File: config.mk
export PLATFORM = sky130hd
export DESIGN_NAME = ram8_16bits
export DESIGN_NICKNAME = d
export VERILOG_FILES = /design/src/rtl/hack_pkg.sv /design/src/rtl/demux_1x8.sv /design/src/rtl/mux_8x1_16bits.sv /design/src/rtl/register_16bits.sv /design/src/rtl/ram8_16bits.sv
export SDC_FILE = /design/constraint.sdc
export NUM_CORES = 1
export LEC_CHECK = 0
export ABC_AREA = 1
export CAP_MARGIN = 5
export CELL_PAD_IN_SITES_DETAIL_PLACEMENT = 0
export CELL_PAD_IN_SITES_GLOBAL_PLACEMENT = 2
export CORE_ASPECT_RATIO = 0.9
export CORE_MARGIN = 5
export CORE_UTILIZATION = 36
export CTS_BUF_LIST = sky130_fd_sc_hd__clkbuf_2
export DETAILED_ROUTE_END_ITERATION = 8
export GPL_ROUTABILITY_DRIVEN = 0
export PLACE_DENSITY = 0.87
export REMOVE_ABC_BUFFERS = 1
export SLEW_MARGIN = 5
export SYNTH_ARGS = -nofsm -noshare
export SYNTH_HDL_FRONTEND = slang
export SYNTH_SLANG_ARGS = --single-unit
File: constraint.sdc
create_clock -name clk_in -period 1.75 [get_ports clk_in]
set_clock_uncertainty 0.2 [all_clocks]
set_input_delay 0.35 -clock clk_in [delete_from_list [all_inputs] [get_ports clk_in]]
set_output_delay 0.35 -clock clk_in [all_outputs]
set_load 0.03 [all_outputs]
File: src/rtl/hack_pkg.sv
// Shared definitions for the Hack memory hierarchy (RAM8 and the levels above).
// Contents:
//   WORD_WIDTH, RAM8_ADDR_WIDTH, RAM8_DEPTH  - architectural sizes
//   word_t, ram8_addr_t                      - word and RAM8 address types
//   mux8_slot()                              - library 8-way select ordering,
//                                              shared by the 8:1 mux and the 1:8 demux
package hack_pkg;

  localparam int WORD_WIDTH      = 16;
  localparam int RAM8_ADDR_WIDTH = 3;
  localparam int RAM8_DEPTH      = 1 << RAM8_ADDR_WIDTH;

  typedef logic [WORD_WIDTH-1:0]      word_t;
  typedef logic [RAM8_ADDR_WIDTH-1:0] ram8_addr_t;

  // The mux library resolves sel[0] in its first (widest) stage and sel[2]
  // in its last, so input slot numbers are the select bits reversed.
  // The mapping is its own inverse, so it also converts slot -> address.
  function automatic ram8_addr_t mux8_slot(input ram8_addr_t sel);
    return {sel[0], sel[1], sel[2]};
  endfunction

endpackage

File: src/rtl/demux_1x8.sv
// 1:8 single-bit demultiplexer, sibling of mux_8x1_16bits.
// Ports:
//   in_bit : bit to route
//   sel_in : 3-bit select, same slot ordering as the 8:1 mux
//   out    : eight outputs; only the selected slot may be high
module demux_1x8
  import hack_pkg::*;
(
  input  logic                  in_bit,
  input  ram8_addr_t            sel_in,
  output logic [RAM8_DEPTH-1:0] out
);

  always_comb begin
    // NOTE: default every output before the conditional so no latch is inferred.
    out = '0;
    // Gating on in_bit first keeps an unknown select from raising any
    // output while nothing is being routed.
    if (in_bit) begin
      out[mux8_slot(sel_in)] = 1'b1;
    end
  end

endmodule

File: src/rtl/mux_8x1_16bits.sv
// 8:1 16-bit multiplexer from the mux library.
// Ports:
//   a_in..h_in : word inputs, slots 0..7 in library order
//   sel_in     : 3-bit select, decoded through mux8_slot()
//   out        : selected word
module mux_8x1_16bits
  import hack_pkg::*;
(
  input  word_t      a_in,
  input  word_t      b_in,
  input  word_t      c_in,
  input  word_t      d_in,
  input  word_t      e_in,
  input  word_t      f_in,
  input  word_t      g_in,
  input  word_t      h_in,
  input  ram8_addr_t sel_in,
  output word_t      out
);

  word_t slots [RAM8_DEPTH];

  assign slots[0] = a_in;
  assign slots[1] = b_in;
  assign slots[2] = c_in;
  assign slots[3] = d_in;
  assign slots[4] = e_in;
  assign slots[5] = f_in;
  assign slots[6] = g_in;
  assign slots[7] = h_in;

  assign out = slots[mux8_slot(sel_in)];

endmodule

File: src/rtl/register_16bits.sv
// 16-bit register with load enable and asynchronous active-low clear.
// Ports:
//   clk_in   : clock, captures on rising edge
//   rst_n_in : async active-low reset, clears to 0
//   load_in  : capture data_in on the next rising edge
//   data_in  : word to store
//   data_out : stored word
module register_16bits
  import hack_pkg::*;
(
  input  logic  clk_in,
  input  logic  rst_n_in,
  input  logic  load_in,
  input  word_t data_in,
  output word_t data_out
);

  word_t data_d;
  word_t data_q;

  always_comb begin
    data_d = load_in ? data_in : data_q;
  end

  // NOTE: the storage cells carry a reset because the RAM must read 0 at
  // every address while reset is held, not just after a first write.
  always_ff @(posedge clk_in or negedge rst_n_in) begin
    if (!rst_n_in) begin
      data_q <= '0;
    end else begin
      // NOTE: non-blocking so every register samples pre-edge values.
      data_q <= data_d;
    end
  end

  assign data_out = data_q;

endmodule

File: src/rtl/ram8_16bits.sv
// RAM8: eight 16-bit words, combinational read, one-edge write.
// Ports:
//   clk_in     : clock, writes on rising edge
//   rst_n_in   : async active-low reset, clears all words
//   data_in    : write data
//   address_in : word select for read and write
//   load_in    : write enable
//   data_out   : contents of word address_in (no write-through)
module ram8_16bits
  import hack_pkg::*;
(
  input  logic       clk_in,
  input  logic       rst_n_in,
  input  word_t      data_in,
  input  ram8_addr_t address_in,
  input  logic       load_in,
  output word_t      data_out
);

  logic [RAM8_DEPTH-1:0] slot_load;
  word_t                 word_q  [RAM8_DEPTH];
  word_t                 mux_in  [RAM8_DEPTH];

  demux_1x8 u_write_decode (
    .in_bit (load_in),
    .sel_in (address_in),
    .out    (slot_load)
  );

  // Register k sits on library slot mux8_slot(k) for both the decoder and
  // the read mux, so the word read at address k is the one written there.
  for (genvar k = 0; k < RAM8_DEPTH; k++) begin : g_word
    register_16bits u_word (
      .clk_in   (clk_in),
      .rst_n_in (rst_n_in),
      .load_in  (slot_load[mux8_slot(ram8_addr_t'(k))]),
      .data_in  (data_in),
      .data_out (word_q[k])
    );
    assign mux_in[mux8_slot(ram8_addr_t'(k))] = word_q[k];
  end

  mux_8x1_16bits u_read_mux (
    .a_in   (mux_in[0]),
    .b_in   (mux_in[1]),
    .c_in   (mux_in[2]),
    .d_in   (mux_in[3]),
    .e_in   (mux_in[4]),
    .f_in   (mux_in[5]),
    .g_in   (mux_in[6]),
    .h_in   (mux_in[7]),
    .sel_in (address_in),
    .out    (data_out)
  );

endmodule

* Word-level counts from Yosys, hierarchy flattened
Cells that the tools add are included. Widths: inputs -> output; s select.
Word-level totals: bits in registers 128, latch bits 0, RAM bits 0, memory bits (read-only) 0, input port bits 22, output and inout bits 16, memories 0
Operators by class: add/sub/neg operators 0, multipliers 0, div/mod/pow operators 0, $lt $le $gt $ge 3, equality and inequality tests 0, shift-type cells 0, muxes and demuxes 6, bitwise logic cells 1, reduce and logical (&&, ||, !) cells 1
Operators with widths (count):
- $bmux 16 s3 | 1
- $mux 16 | 2
- $mux 8 | 1
- $ge 4x4->1 const B | 1
- $lt 3x4->1 const B | 1
- $not 3->4 | 1
- $demux 1 s3 | 1
- $ge 3x1->1 const B | 1
- $logic_and 1x1->1 | 1
- $mux 1 | 1

* Depth between registers and ports, before layout
depth in word-level cells 5, gate-level depth with buffers 8

* Modules after synthesis
A second synthesis with hierarchy kept.
Unflattened totals: cells, all modules 987, area total of the unflattened synthesis 6980.4 µm²
Modules (own cells, without submodules):
- register_16bits | times used 8, cells an instance 68, area an instance 644.4 µm²
- mux_8x1_16bits | times used 1, cells an instance 426, area an instance 1761.7 µm²
- demux_1x8 | times used 1, cells an instance 17, area an instance 63.8 µm²

* Least setup slack after synthesis
Ideal clock, no wire load.
path type input -> output, start input address_in[1], end output data_out[0], arrival 1.221 ns, required time 1.200 ns, slack -0.021 ns, stages 8, path buffers 3, cells stage by stage buf_6 > inv_2 > buf_4 > buf_2 > nand2_1 > nand2_1 > nand2_1 > nand2_1
Between the ends: cells in the longest elaborated chain, start to end 4
Ends and longest elaborated chain:
- from (decl) | line ram8_16bits.sv:15 | input ram8_addr_t address_in,
- $not 3->4 (not written as such) | line mux_8x1_16bits.sv:32 | assign out = slots[mux8_slot(sel_in)];
- $bmux 16 s3 | line mux_8x1_16bits.sv:32
- $mux 16 (not written as such) (2 in a row) | line mux_8x1_16bits.sv:32
- to (decl) | line ram8_16bits.sv:17 | output word_t data_out
No other way between the ends. The select of a mux whose other input is x is not followed.

* Worst setup path in the final report
start register g_word[0].u_word.data_q[10], end output data_out[10]
Between the ends: cells in the longest elaborated chain, start to end 3
Ends and longest elaborated chain:
- from (decl) | line register_16bits.sv:19 | word_t data_q;
- from (signal assigned) | line register_16bits.sv:32 | data_q <= data_d;
- $bmux 16 s3 | line mux_8x1_16bits.sv:32
- $mux 16 (not written as such) (2 in a row) | line mux_8x1_16bits.sv:32
No other way between the ends. The select of a mux whose other input is x is not followed.

==> results.txt <==
----------------------------------------------------
[Synth]
  Cell area after synthesis ... 0.006110 mm^2
  Proportion of synthesized flip-flops having asynchronous set or reset ... 100.0%
  Count of mapped cells out of synthesis ... 829
  Largest area contributor in the synthesized netlist ... dfrtp_1
  Most used flip-flop cell after synthesis ... dfrtp_1
  Ranking of synthesized cells by area ... dfrtp_1 52%, nand2_1 24%, o21ai_0 9.8%, inv_1 5.7%, nand3_1 2.5%
  Fraction of the yosys area taken by sequential cells ... 52.43%
  Commonest cells in the netlist ... 393 x nand2_1, 128 x dfrtp_1, 120 x o21ai_0
  Most repeated cell in the gate-level netlist after synthesis ... nand2_1
  Warning count from the yosys run ... 0
  Mean instance size in the synthesized netlist ... 7.370 um^2
  Total of flip-flops plus latches after synthesis ... 128
  Share of Yosys cell area claimed by the top area cell type ... 52.43%
  Count of flip-flops with a built-in enable after synthesis ... 0
  Cell variety after synth ... 19

[Critical path]
  Buf/Inv on CP ... 1
  Required time of the worst setup path ... 1200 ps
  Cell type with the highest occurrence count on the critical path ... nand2_1
  Cell breakdown of the critical path ... nand2_1 -> nand2_1 -> nand2_1 -> nand2_1 -> nand2_1 -> nand2_2 -> buf_6
  Critical Path Max Stage Delay ... 420 ps
  Source of the worst register-to-register timing path ... g_word[6].u_word.data_out[4]
  Cell with the biggest individual delay on the critical path ... dfrtp_1
  Type of origin of the critical path ... flip-flop
  WP data arrival ... 1600 ps
  Crit Path Category ... flip-flop to primary output
  Family with the most delay on the worst path ... flip-flops
  Endpoint of the worst register-to-register path ... g_word[6].u_word.data_out[4]
  Capturing element type of the critical path ... primary output
  Cell depth of the worst flop-to-flop path ... 4
  Worst reg-to-reg setup slack ... 670 ps
  Crit-path max FO ... 2

[GRT]
  GRT Total Usage ... 17.45%
  Maximum number of pins on one net before global-route repair ... 98
  Total overflow reported by the global router ... 0
  Wire length of the first global-routing pass ... 27,060 um
  Via count of the first global-routing pass ... 5,193
  Number of antenna violations at the first check in global routing ... 0

[STA]
  Final worst setup slack ... -402.8 ps
  Part of the cycle the worst path needs ... 123.0%
  Hold WS ... 47.21 ps
  Setup violations, final ... 16
  Worst slew pin tran ... 524.5 ps
  Setup repair after global routing missed its margin ... true
  Top achievable clock speed ... 0.4645 GHz
  Worst slew margin relative to its limit ... 65.04%
  Post-layout minimum cycle time ... 2153 ps
  Number of hold violations in the final report ... 0
  Slew Limit Fails ... 0

[Floorplan]
  Area of the die ... 0.01968 mm^2
  Initial core utilization ... 36.41%
  Boundary pin count ... 38
  Die Y ... 133.6 um
  Number of rows in the core area ... 45
  Overall die width ... 147.3 um
  Core area ... 0.01678 mm^2

[Routing]
  Routed vias ... 5,389
  Drt wl/cell ... 14.56 um
  Vias/cell ... 4.719
  Count of nets left with antenna violations after detail routing ... 0
  Post-Route WL ... 16,630 um
  Initial drt markers ... 397
  TritonRoute pass-1 iters ... 6
  Residual DRC count ... 0

[Flow run]
  Max Cap Violations ... 0

[Final layout]
  Final core utilization ... 44.99%
  Proportion of layout cells with a drive suffix above 1 ... 14.18%
  Fin nets ... 940
  Layout-stage area growth over the synthesis result ... 23.55%
  Number of flip-flops in the largest register ... 128
  Count of antenna diodes in the layout ... 0

[Power and ir drop]
  Cell area power density ... 989.2 mW/mm^2
  Leakage power total ... 4.038 nW
  Clock network fraction of design power ... 25.2%
  Peak ir drop on the vdd network ... 512.3 uV
  Combinational share of power ... 24.2%
  Total net switching power ... 2.398 mW
  Internal power of the cells ... 5.069 mW
  Switching Share ... 32.11%
  Power share of the sequential group ... 50.6%

[Clock network]
  TritonCTS sink count ... 128
  Clock root buffer ... clkbuf_2
  Worst-skew pair later-pin latency ... 650 ps
  CTS clk-pin slew, worst paths ... 200 ps
  CTS buffer count ... 17
  Buffer levels on the longest clock path ... 2
  CTS H-Tree Depth ... 4
  Clock tree from TritonCTS ... done

[Placement]
  Post-detailed-placement half-perimeter wirelength ... 10,580 um
  Count of input and output buffers ... 37

[Worst hold path]
  HP Class ... input pin to asynchronous set/reset pin

[Outcome]
  Violations in the final reports ... setup timing
  Run status ... finished, violations left

----------------------------------------------------
stage by stage:
step                power (mW)  instance area, um^2  setup TNS (ps)  setup slack [ps]  cells
floorplan                4.807                 5903           -3699            -170.0    785
global placement         5.389                 6933          -55850            -574.9   1075
detailed placement       5.435                 6933          -59680            -572.8   1075
CTS                      7.479                 7443           -7493            -491.8   1129
global route             8.019                 7548           -9255            -620.5   1142
finish                   7.467                 7548           -6065            -402.8   1142
power by group through the flow:
stage | sequential (mW) | clock, mW | combinational [mW]
finish | 3.78 | 1.88 | 1.81
global placement | 3.82 | 0 | 1.57
detailed placement | 3.84 | 0 | 1.60
floorplan | 3.77 | 0 | 1.03
global route | 3.84 | 2.10 | 2.08
CTS | 3.77 | 1.96 | 1.74
logic make-up after synthesis:
group                  count (synthesis)  synth area share (%)
flip-flops                           128                 52.43
AO/OA/AOI/OAI                        128                 10.49
buffers and inverters                141                 9.339
AND/OR/NAND/NOR                      432                 27.75
worst max path at each step:
stage               cells past startpoint                          start           end  slack, ps
global route                            7  g_word[4].u_word.data_out[15]  data_out[15]       -620
floorplan                               7                  address_in[2]   data_out[0]       -170
finish                                  7  g_word[0].u_word.data_out[10]  data_out[10]       -400
CTS                                     7  g_word[4].u_word.data_out[15]  data_out[15]       -490
detailed placement                      9                  address_in[0]  data_out[11]       -570
global placement                        9                  address_in[0]  data_out[11]       -570
what timing repair did:
action,4_1_cts,5_1_grt
hold endpoints to repair,141,0
gates cloned,0,0
setup endpoints to repair,16,16
buffers inserted,8,13
hold buffers,14,0
gates resized for setup,24,5
pin swaps,28,30
metal layers:
layer / vias to the layer above / GRT usage [%] / part of all wire, %
met4: 0 / 4.503 / 0.80
met2: 124 / 27.74 / 46
met5: - / 0 / 0
met1: 2529 / 24.27 / 48
li1: 2720 / - / -
met3: 16 / 3.912 / 4.8
placed cells by master, fill, tap and decap left out:
master,n
dlygate4sd2_1,2
nand3_2,2
nand3_1,30
nor2_2,2
buf_12,10
buf_4,54
clkinvlp_4,3
a21oi_1,1
nor2_1,2
dlygate4sd3_1,14
clkinv_1,4
clkinv_2,4
nand2_2,11
buf_6,16
inv_1,90
buf_2,1
nand2_1,384
nor2_8,1
inv_2,7
bufinv_16,3
clkbuf_2,18
dfrtp_1,128
o21ai_0,120
o21ai_1,7
clkdlybuf4s50_1,17
worst min-delay path, delay by kind of cell:
kind                   cells  cell delay (ps)
buffers and inverters      3             1010
cell type report:
class / instances / area, um^2
Tap cell: 211 / 264.0
Clock inverter: 14 / 147.6
Timing Repair Buffer: 114 / 1119
Fill cell: 1708 / 9230
Multi-Input combinational cell: 560 / 2361
Sequential cell: 128 / 3203
Inverter: 97 / 364.1
Clock buffer: 18 / 90.09
Note: power is estimated with default switching activity, not from simulation.
